File: src/rtl/mem_arb_pkg.sv
// Shared types and defaults for the unified-memory arbiter.
// State and owner encodings are fixed so debug taps decode the same everywhere.
package mem_arb_pkg;

    localparam int DATA_W         = 16;
    localparam int STARVE_MAX_DEF = 4;
    localparam int BURST_MAX_DEF  = 8;

    typedef enum logic [1:0] {
        ARB      = 2'd0,
        IO_BURST = 2'd1,
        YIELD    = 2'd2
    } arb_state_t;

    typedef enum logic [1:0] {
        OWN_NONE = 2'd0,
        OWN_CPU  = 2'd1,
        OWN_IO   = 2'd2
    } owner_t;

endpackage

File: src/rtl/mem_arb_rdret.sv
// Read-return path: remembers which port owns the read issued last cycle
// and steers the synchronous memory data to that port only.
module mem_arb_rdret
    import mem_arb_pkg::*;
(
    input  logic              clk_i,
    input  logic              reset_i,
    input  logic              cpu_rd_gnt_i,
    input  logic              io_rd_gnt_i,
    input  logic [DATA_W-1:0] mem_rdata_i,
    output logic              cpu_rvalid_o,
    output logic [DATA_W-1:0] cpu_rdata_o,
    output logic              io_rvalid_o,
    output logic [DATA_W-1:0] io_rdata_o
);

    owner_t owner_q, owner_d;

    always_comb begin
        owner_d = OWN_NONE;
        if (cpu_rd_gnt_i) begin
            owner_d = OWN_CPU;
        end else if (io_rd_gnt_i) begin
            owner_d = OWN_IO;
        end
    end

    // A read in flight during reset is discarded, never returned.
    always_ff @(posedge clk_i) begin
        if (reset_i) begin
            owner_q <= OWN_NONE;
        end else begin
            owner_q <= owner_d;
        end
    end

    assign cpu_rvalid_o = (owner_q == OWN_CPU);
    assign io_rvalid_o  = (owner_q == OWN_IO);
    assign cpu_rdata_o  = cpu_rvalid_o ? mem_rdata_i : '0;
    assign io_rdata_o   = io_rvalid_o  ? mem_rdata_i : '0;

endmodule

File: src/rtl/mem_arbiter.sv
// Two-port arbiter for the single-port unified memory (CPU vs IO) with
// starvation guard and bounded IO bursts. Optional MEM_ARB_STATS_EN adds counters.
module mem_arbiter
    import mem_arb_pkg::*;
#(
    parameter int ADDR_W     = 16,
    parameter int STARVE_MAX = STARVE_MAX_DEF,
    parameter int BURST_MAX  = BURST_MAX_DEF
) (
    input  logic              clk,
    input  logic              reset,
    input  logic              cpu_req,
    input  logic              cpu_we,
    input  logic [ADDR_W-1:0] cpu_addr,
    input  logic [DATA_W-1:0] cpu_wdata,
    output logic              cpu_gnt,
    output logic              cpu_rvalid,
    output logic [DATA_W-1:0] cpu_rdata,
    input  logic              io_req,
    input  logic              io_we,
    input  logic              io_lock,
    input  logic [ADDR_W-1:0] io_addr,
    input  logic [DATA_W-1:0] io_wdata,
    output logic              io_gnt,
    output logic              io_rvalid,
    output logic [DATA_W-1:0] io_rdata,
    output logic [ADDR_W-1:0] mem_addr,
    output logic              mem_we,
    output logic [DATA_W-1:0] mem_wdata,
    input  logic [DATA_W-1:0] mem_rdata,
`ifdef MEM_ARB_STATS_EN
    output logic [15:0]       conflict_cnt,
    output logic [15:0]       io_grant_cnt,
`endif
    output logic [1:0]        dbg_state
);

    localparam int SW = $clog2(STARVE_MAX + 1);
    localparam int BW = $clog2(BURST_MAX + 1);
    localparam logic [SW-1:0] STARVE_LIM = SW'(STARVE_MAX);
    localparam logic [BW-1:0] BURST_LIM  = BW'(BURST_MAX);

    arb_state_t    state_q, state_d;
    logic [SW-1:0] starve_q, starve_d;
    logic [BW-1:0] burst_q, burst_d;

    always_comb begin
        state_d = state_q;
        burst_d = burst_q;
        cpu_gnt = 1'b0;
        io_gnt  = 1'b0;
        unique case (state_q)
            ARB: begin
                if (cpu_req && io_req) begin
                    if (starve_q == STARVE_LIM) begin
                        io_gnt = 1'b1;
                    end else begin
                        cpu_gnt = 1'b1;
                    end
                end else begin
                    cpu_gnt = cpu_req;
                    io_gnt  = io_req;
                end
                if (io_gnt && io_lock) begin
                    state_d = IO_BURST;
                    burst_d = BW'(1);
                end
            end
            IO_BURST: begin
                // A saturated burst hands over without granting IO again.
                if (burst_q == BURST_LIM && cpu_req) begin
                    state_d = YIELD;
                end else begin
                    io_gnt = io_req;
                    if (io_req && burst_q != BURST_LIM) begin
                        burst_d = burst_q + BW'(1);
                    end
                    if (!io_req || !io_lock) begin
                        state_d = ARB;
                        burst_d = '0;
                    end else if (burst_d == BURST_LIM && cpu_req) begin
                        state_d = YIELD;
                    end
                end
            end
            YIELD: begin
                cpu_gnt = cpu_req;
                state_d = ARB;
                burst_d = '0;
            end
            default: begin
                state_d = ARB;
                burst_d = '0;
            end
        endcase
    end

    always_comb begin
        starve_d = '0;
        if (io_req && !io_gnt) begin
            starve_d = (starve_q == STARVE_LIM) ? starve_q : starve_q + SW'(1);
        end
    end

    always_ff @(posedge clk) begin
        if (reset) begin
            state_q  <= ARB;
            starve_q <= '0;
            burst_q  <= '0;
        end else begin
            state_q  <= state_d;
            starve_q <= starve_d;
            burst_q  <= burst_d;
        end
    end

    always_comb begin
        mem_addr  = '0;
        mem_we    = 1'b0;
        mem_wdata = '0;
        if (cpu_gnt) begin
            mem_addr  = cpu_addr;
            mem_we    = cpu_we;
            mem_wdata = cpu_wdata;
        end else if (io_gnt) begin
            mem_addr  = io_addr;
            mem_we    = io_we;
            mem_wdata = io_wdata;
        end
    end

    mem_arb_rdret u_rdret (
        .clk_i        (clk),
        .reset_i      (reset),
        .cpu_rd_gnt_i (cpu_gnt && !cpu_we),
        .io_rd_gnt_i  (io_gnt && !io_we),
        .mem_rdata_i  (mem_rdata),
        .cpu_rvalid_o (cpu_rvalid),
        .cpu_rdata_o  (cpu_rdata),
        .io_rvalid_o  (io_rvalid),
        .io_rdata_o   (io_rdata)
    );

    assign dbg_state = state_q;

`ifdef MEM_ARB_STATS_EN
    logic [15:0] conflict_q, io_grant_q;

    // Both counters wrap naturally at 16 bits.
    always_ff @(posedge clk) begin
        if (reset) begin
            conflict_q <= '0;
            io_grant_q <= '0;
        end else begin
            if (cpu_req && io_req) begin
                conflict_q <= conflict_q + 16'd1;
            end
            if (io_gnt) begin
                io_grant_q <= io_grant_q + 16'd1;
            end
        end
    end

    assign conflict_cnt = conflict_q;
    assign io_grant_cnt = io_grant_q;
`endif

endmodule

File: config.mk
export PLATFORM = sky130hd
export DESIGN_NAME = mem_arbiter
export DESIGN_NICKNAME = d
export VERILOG_FILES = /design/src/rtl/mem_arb_pkg.sv /design/src/rtl/mem_arb_rdret.sv /design/src/rtl/mem_arbiter.sv
export SDC_FILE = /design/constraint.sdc
export NUM_CORES = 1
export LEC_CHECK = 0
export ABC_AREA = 0
export ABC_CLOCK_PERIOD_IN_PS = 3120
export CELL_PAD_IN_SITES_DETAIL_PLACEMENT = 1
export CELL_PAD_IN_SITES_GLOBAL_PLACEMENT = 1
export CORE_UTILIZATION = 18
export DETAILED_ROUTE_END_ITERATION = 10
export PLACE_DENSITY = 0.95
export SLEW_MARGIN = 0
export SYNTH_ARGS = -nofsm -noshare
export SYNTH_HDL_FRONTEND = slang
export SYNTH_SLANG_ARGS = --single-unit
File: constraint.sdc
create_clock -name clk -period 3.12 [get_ports clk]
set_input_delay 0.78 -clock clk [delete_from_list [all_inputs] [get_ports clk]]
set_output_delay 0.78 -clock clk [all_outputs]
set_load 0.02 [all_outputs]
# [Yosys cells after proc, flatten, opt, wreduce, memory -nomap -nowiden]
# Index checks and enable logic that the tools add are counted.
[totals] reg_bits=11 inputBits=87 out_inout_bits=71 wordCells=68
[op_classes] add_sub_neg=2 n_eq_ne=11 muxes=30 n_bitwise=1 reduce_logical=19
[op_table] cell="$mux 16" n=6
[op_table] cell="$mux 4" n=6
[op_table] cell="$mux 2" n=5
[op_table] cell="$mux 1" n=9
[op_table] cell="$eq 4x4->1 const B" n=2
[op_table] cell="$logic_and 1x1->1" n=8
[op_table] cell="$ne 4x4->1 const B" n=2
[op_table] cell="$pmux 4 s2" n=1
[op_table] cell="$logic_not 1->1" n=5
[op_table] cell="$add 4x1->4 const B" n=1
[op_table] cell="$eq 2x1->1 const B" n=2
[op_table] cell="$eq 2x2->1 const B" n=2
[op_table] cell="$ne 2x2->1 const B" n=2
[op_table] cell="$pmux 1 s2" n=2
[op_table] cell="$pmux 2 s2" n=1
[op_table] cell="$reduce_and 2->1" n=2
[op_table] cell="$reduce_or 2->1" n=2
[op_table] cell="$add 3x1->3 const B" n=1
[op_table] cell="$eq 3x3->1 const B" n=1
[op_table] cell="$logic_not 2->1" n=1
[op_table] cell="$logic_or 1x1->1" n=1
[op_table] cell="$not 1->1" n=1

# [Logic depth before layout (Yosys ltp)]
# Gate-level depths: netlist of the first run.
[depth] depth_word=11 depth_mapped=8 ltp_nobuf=6

# [Hierarchy]
# Synthesis of the first run repeated with hierarchy kept, for this count alone.
[unflattened] hier_cells=161 area_unflattened_um2=1393.8
[by_module_without_submodules] module="mem_arbiter" n_inst=1 cells_each=117 area_each_um2=1007.2 seq_area_each_um2=180.2
[by_module_without_submodules] module="mem_arb_rdret" n_inst=1 cells_each=44 area_each_um2=386.6 seq_area_each_um2=40.0

# [Least setup slack after synthesis of the first run]
# No wires, ideal clock.
[synth_path] kind="input port to output port" from="input io_req" to="output mem_addr[0]" arrival_ns=1.747 required_time_ns=2.340 path_slack_ns=0.593 cell_stages=5 path_buffers=2 cell_sequence="inv_2 o311a_1 buf_2 buf_4 a22o_1"
[synth_between] elab_chain_cells=6 word_cells_on_any_way=9 cone_classes="8 x mux; 1 x reduce/logical"
[synth_lines] element="start, declared" line_no="mem_arbiter.sv:19" source="input logic io_req,"
[synth_lines] element="$logic_and 1x1->1" line_no="mem_arbiter.sv:54" source="if (cpu_req && io_req) begin"
[synth_lines] element="$mux 1" line_no="mem_arbiter.sv:54"
[synth_lines] element="$mux 1" line_no="mem_arbiter.sv:52" source="unique case (state_q)"
[synth_lines] element="$pmux 1 s2" line_no="mem_arbiter.sv:52"
[synth_lines] element="$mux 16" line_no="mem_arbiter.sv:125" source="end else if (io_gnt) begin"
[synth_lines] element="$mux 16 *" line_no="mem_arbiter.sv:121" source="if (cpu_gnt) begin"
[synth_lines] element="end, declared" line_no="mem_arbiter.sv:27" source="output logic [ADDR_W-1:0] mem_addr,"
# Mark *: on every way between the ends. The rest lies on a longest branch, timed or not. The select of a mux whose other input is x is not followed.

# [Worst setup path in the final report of the first run]
[layout_path] from="input cpu_req" to="output mem_wdata[7]"
[layout_between] elab_chain_cells=6 word_cells_on_any_way=10 cone_classes="8 x mux; 2 x reduce/logical"
[layout_lines] element="start, declared" line_no="mem_arbiter.sv:12" source="input logic cpu_req,"
[layout_lines] element="$logic_and 1x1->1" line_no="mem_arbiter.sv:54"
[layout_lines] element="$mux 1" line_no="mem_arbiter.sv:54"
[layout_lines] element="$mux 1" line_no="mem_arbiter.sv:52"
[layout_lines] element="$pmux 1 s2" line_no="mem_arbiter.sv:52"
[layout_lines] element="$mux 16" line_no="mem_arbiter.sv:125"
[layout_lines] element="$mux 16 *" line_no="mem_arbiter.sv:121"
[layout_lines] element="end, declared" line_no="mem_arbiter.sv:29" source="output logic [DATA_W-1:0] mem_wdata,"
# Marked as above.

==> impl_metrics.py, run 1 <==
metrics = {
    "outcome": {
        "status": "finished, final reports clean",
    },
    "sta": {
        "rsz0062_at_grt": "no",
        "finalSetupViolCount": 0,
        "slew_viol_final": 0,
        "finalCritPeriodShare_pct": 95.5,
        "max_slew_margin_pct": 67.6,
        "worstMarginPinSlew_ps": 485,
        "clock-skew-final_ps": 6.26,
        "fmax_mhz": 336,
        "fin_crit_ps": 2980,
        "hold_viol": 0,
        "tns_ps": 0,
    },
    "cells_and_area": {
        "nets": 407,
        "fin_cells": 411,
        "final_util_pct": 43.0,
        "area_delta_synth_final_pct": 128,
        "antennaDiodeCount": 0,
        "drive_above_1_share_pct": 19.0,
    },
    "detailed_routing": {
        "wl_mm": 7.00,
        "firstDrtPassIters": 4,
        "wl_met2_mm": 3.82,
        "drt-vias-per-instance": 4.60,
        "detail_route.wl_per_cell_um": 17.0,
        "highest_layer": "met4",
        "met1_length_mm": 2.55,
        "wl_met3_um": 568,
        "drc_errors": 0,
        "drt-initial-drc-count": 50,
        "vias": 1891,
        "ant_nets": 0,
    },
    "global_route": {
        "grt_max_degree": 36,
        "grt_overflow_total": 0,
        "antenna_found_initial": 0,
        "grt_pass1_vias": 2002,
        "grtUsageTotal_pct": 17.9,
        "grt_pass1_wl_mm": 10.5,
    },
    "synth": {
        "synth_top_area_cell": "a22o_1",
        "synth_compound_area_share_pct": 33.8,
        "synthCells": 152,
        "synth_top_area_share_pct": 22.3,
        "synth_async_sr_flop_share_pct": 0,
        "synth-simple-area-share_pct": 32.4,
        "synth_edf_count": 0,
        "syn-cell-area_mm2": 0.00130,
        "yosysWarnings": 0,
        "synth_adder_area_share_pct": 3.86,
        "synthDistinctLibCells": 43,
        "synth-xor-area-share_pct": 1.35,
        "syn_nets": 243,
        "synth_area_leaders": "a22o_1, dfxtp_1, and2_1",
        "syn_area_per_cell_um2": 8.53,
        "synth_top_family_by_area": "compound AO/OA/AOI/OAI gates",
        "synth.area.mux_share_pct": 0.772,
        "synth_common_cells": "a22o_1, and2_1, dfxtp_1, inv_1",
        "synth_seq_area_share_pct": 17.0,
        "synth_ff_type": "dfxtp_1",
        "ys_ff_latch": 11,
    },
    "die": {
        "initial_utilization_pct": 18.9,
        "die_area_mm2": 0.00754,
        "die_h_um": 86.9,
        "die_w_um": 86.9,
        "core_area_mm2": 0.00687,
        "io_pins": 158,
        "rows": 30,
    },
    "clock_tree": {
        "clk_pin_slew_worst_paths_ps": 50,
        "cts_htree_levels": 1,
        "insertion_delay_ps": 240,
        "numCtsBuffers": 3,
        "clkSinkCount": 11,
        "cts_buffer_depth": 2,
        "cts_hold_buf": 0,
        "cts_tree": "built",
        "clockRootBuffer": "clkbuf_8",
    },
    "setup_path": {
        "arrival_ps": 2200,
        "critPathLaunchType": "input port",
        "worstSetupPathType": "input port to output pin",
        "critPathMaxStageDelay_ps": 280,
        "worstPathCellList": "dlygate4sd2_1, a21bo_2, nor2_2, nor4_4, buf_4, clkbuf_16, a22o_1, buf_2",
        "crit_path_top_delay_cell": "dlygate4sd2_1",
        "cp-end-kind": "output pin",
        "cp_data_required_time_ps": 2340,
        "crit_fanout": 9,
    },
    "placed_design": {
        "hpwl_mm": 5.50,
        "gp_congestion": 0.825,
        "portBuffers": 157,
        "place_inst": 401,
    },
    "power": {
        "powerDensity_mw_per_mm2": 223,
        "p_leak_nw": 1.22,
        "p_total_uw": 659,
        "peakVddDrop_mv": 0.119,
    },
    "flow_run": {
        "drv_cap": 0,
    },
    "worst_hold_path": {
        "worstHoldPathType": "register to register",
    },
}
## repair_timing
item,in CTS,in global routing
endpoints found under the setup margin,35,34
gates cloned,2,1
pin swaps,1,1
gates resized for setup,132,14
buffers inserted,3,0
## layout by cell type (no fill, tap or decap), drive strengths merged, types with 2 or more instances in the layout
cell type,synthesis,layout
clkdlybuf4s50,0,120
buf,9,45
and2,33,33
a22o,33,33
dfxtp,11,11
inv,7,7
nor2,7,7
nor2b,5,5
clkbuf,3,5
a21oi,4,4
ha,4,4
nor4,4,4
o21ai,4,4
dlygate4sd2,0,3
nand2,3,3
nand3b,2,2
and3b,2,2
xnor2,2,2
nand4b,2,2
## registers in the layout (all words and copies together), names as in the netlist
register / flops
dbg_state: 2
u_rdret.owner_q: 2
starve_q: 3
burst_q: 4
## worst paths after layout
kind | slack, ps | end | startpoint | cells past startpoint
hold reg to reg | 550 | starve_q[1] | starve_q[1] | 2
setup / recovery | 140 | mem_wdata[7] | cpu_req | 8
hold / removal | 550 | starve_q[1] | starve_q[1] | 2
setup reg to reg | 1190 | u_rdret.owner_q[1] | burst_q[0] | 9
## worst max-delay path, delay by kind of cell
family	cells	cell delay, ps
buffers and inverters	4	800
AND/OR/NAND/NOR	2	270
AO/OA/AOI/OAI	2	350
## where the power goes
group          total [mW]  internal (mW)  switching [mW]
logic               0.365          0.207           0.159
registers           0.148          0.144         0.00368
clock network       0.145         0.0899          0.0556
total               0.659          0.441           0.218
## layout make-up
cell class / instances / area [um2]
fillers: 813 / 3920
repair buffers: 171 / 1610
multi-input cells: 122 / 936
flip-flops and latches: 11 / 220
well taps: 96 / 120
clock buffers: 4 / 45.0
inverters: 7 / 26.3
## per-stage QoR
step	worst slack, ps	hold slack (ps)	cell area (um2)
after global placement	-395	542	2960
after CTS	-55.6	570	2950
after floorplan	593	511	1300
after global routing	43.9	607	2950
after detailed placement	-452	564	2960
final	140	552	2950
## logic make-up after synthesis
logic type / count (synthesis)
fa+ha+maj: 4
flops: 11
compound gates: 52
buf+inv: 19
mux: 1
xor+xnor: 2
simple gates: 63
## metal layers
metal / track usage (%) / vias to the layer above
met4: 3.79 / 0
met1: 19.0 / 896
met3: 4.36 / 6
met5: 0 / -
li1: - / 896
met2: 35.4 / 93
(Power assumes the default switching activity.)
==> run 2, diff against run 1 <==
CORE_AREA = 2 2 61 63   (was unset)
CORE_UTILIZATION = unset   (was 18)
DIE_AREA = 0 0 63 65   (was unset)
DONT_BUFFER_PORTS = 1   (was unset)
PLACE_DENSITY = 0.85   (was 0.95)
==> run 2 against run 1 <==
Flip-flop and latch count is the same; utilization shrank 3.6 points; die area shrank 46%; fmax shrank 0.81%; cell count shrank 51%; sequential power is essentially flat; sequential share of layout area grew 8.5 points; first-iteration DRC count shrank 16%; routed wire length shrank 17%; clock power shrank 32%; clock skew is essentially flat.
==> impl_metrics.py, run 2 (synthesis results as in run 1) <==
metrics = {
    "setup_path": {
        "arrival_ps": 2220,
        "worstSetupPathType": "register to output pin",
        "cp-end-kind": "output pin",
        "crit_fanout": 38,
        "cp_data_required_time_ps": 2340,
        "critPathLaunchType": "register",
    },
    "sta": {
        "clock-skew-final_ps": 5.99,
        "slew_viol_final": 0,
        "hold_viol": 0,
        "fin_crit_ps": 3000,
        "finalCritPeriodShare_pct": 96.3,
        "hold-worst-slack_ps": 564,
        "max_slew_margin_pct": 67.3,
        "fmax_mhz": 333,
        "rsz0062_at_grt": "no",
        "worstMarginPinSlew_ps": 489,
        "finalSetupViolCount": 0,
        "tns_ps": 0,
    },
    "cells_and_area": {
        "reg.largest.list": "burst_q x4, starve_q x3",
        "fin_cells": 203,
        "fillers": 441,
        "drive_above_1_share_pct": 15.5,
        "final_area_mm2": 0.00138,
        "register_area_um2": 220,
        "multiInputGateArea_um2": 936,
        "largest_register_ffs": 4,
        "final_cell_mix": "and2_1, a22o_1, dfxtp_1, buf_4, inv_1",
        "max_flop_register": "burst_q",
        "nets": 247,
        "area_delta_synth_final_pct": 6.18,
        "antennaDiodeCount": 0,
    },
    "power": {
        "p_leak_nw": 0.538,
        "peakVddDrop_mv": 0.210,
        "powerDensity_mw_per_mm2": 314,
    },
    "die": {
        "die_area_mm2": 0.00410,
        "die_w_um": 63,
        "die_h_um": 65,
        "core_area_mm2": 0.00350,
        "io_pins": 158,
        "rows": 22,
        "initial_utilization_pct": 37.1,
    },
    "placed_design": {
        "gp_congestion": 0.890,
        "place_inst": 199,
        "place_area_mm2": 0.00134,
        "portBuffers": 0,
        "hpwl_mm": 4.84,
    },
    "clock_tree": {
        "cts_htree_levels": 1,
        "clockRootBuffer": "clkbuf_4",
        "cts_tree": "built",
        "clkSinkCount": 11,
        "numCtsBuffers": 3,
        "insertion_delay_ps": 270,
        "cts_buffer_depth": 2,
        "cts-resized-gates": 0,
        "cts_setup_buffers": 0,
        "clk_pin_slew_worst_paths_ps": 70,
        "cts_hold_buf": 0,
    },
    "global_route": {
        "grt_pass1_wl_mm": 7.91,
        "grt_pass1_vias": 1269,
        "antenna_found_initial": 0,
        "grt_overflow_total": 0,
        "grtUsageTotal_pct": 26.5,
        "grt_max_degree": 39,
    },
    "detailed_routing": {
        "vias": 1310,
        "ant_nets": 0,
        "firstDrtPassIters": 4,
        "drt-vias-per-instance": 6.45,
        "drt-initial-drc-count": 42,
        "wl_mm": 5.79,
        "detail_route.wl_per_cell_um": 28.5,
        "drc_errors": 0,
    },
    "flow_run": {
        "drv_cap": 0,
    },
    "outcome": {
        "status": "finished, final reports clean",
    },
    "worst_hold_path": {
        "worstHoldPathType": "input port to register",
    },
}
## run 2: cell types whose count changed in the layout (fill, tap and decap cells not counted), sizes merged
cell and change:
clkbuf -1, dlymetal6s2s -1, clkdlybuf4s50 -120, dlygate4sd2 -3
buf -34, bufbuf -1
## run 2: final cells by class
cell class              count  share of cell area (%)
flip-flops and latches     11                    16.0
well taps                  48                    4.36
multi-input cells         122                    68.0
inverters                   7                    1.91
repair buffers             11                    7.82
clock buffers               4                    1.91
## run 2: worst max-delay path: stages (launching register included)
cell and delay, ps:
dfxtp_1 430, inv_1 110, ha_1 260, nand4b_2 170, nor2_2 60, nor4_4 250
buf_12 240, a22o_1 240, buf_4 170
## run 2: metal layers
metal	part of all wire [%]	global-route usage [%]	wire, um
met3	16	17.7	930
met5	0	0	0
met2	49	44.8	2830
met1	32	25.9	1880
met4	2.6	9.17	153
## run 2: through the flow
stage | util [%] | worst slack, ps | total power, mW
after floorplan | - | 593 | 0.310
after global placement | 38.3 | 424 | 0.326
after detailed placement | 38.3 | 363 | 0.332
after CTS | 39.0 | 25.5 | 0.432
after global routing | 39.4 | 9.45 | 0.453
final | 39.4 | 116 | 0.433
## run 2: final timing paths
path | endpoint | start | slack, ps | cells past startpoint
setup / recovery | mem_wdata[0] | burst_q[0] | 120 | 8
hold / removal | burst_q[1] | reset | 560 | 1
setup reg to reg | dbg_state[1] | burst_q[0] | 1260 | 6
hold reg to reg | burst_q[2] | burst_q[2] | 570 | 2
## run 2: report_power, final
| group | switching (mW) | internal [mW] |
|---|---|---|
| Combinational | 0.124 | 0.0615 |
| Clock | 0.0497 | 0.0496 |
| Sequential | 0.00468 | 0.144 |
| Total | 0.178 | 0.255 |
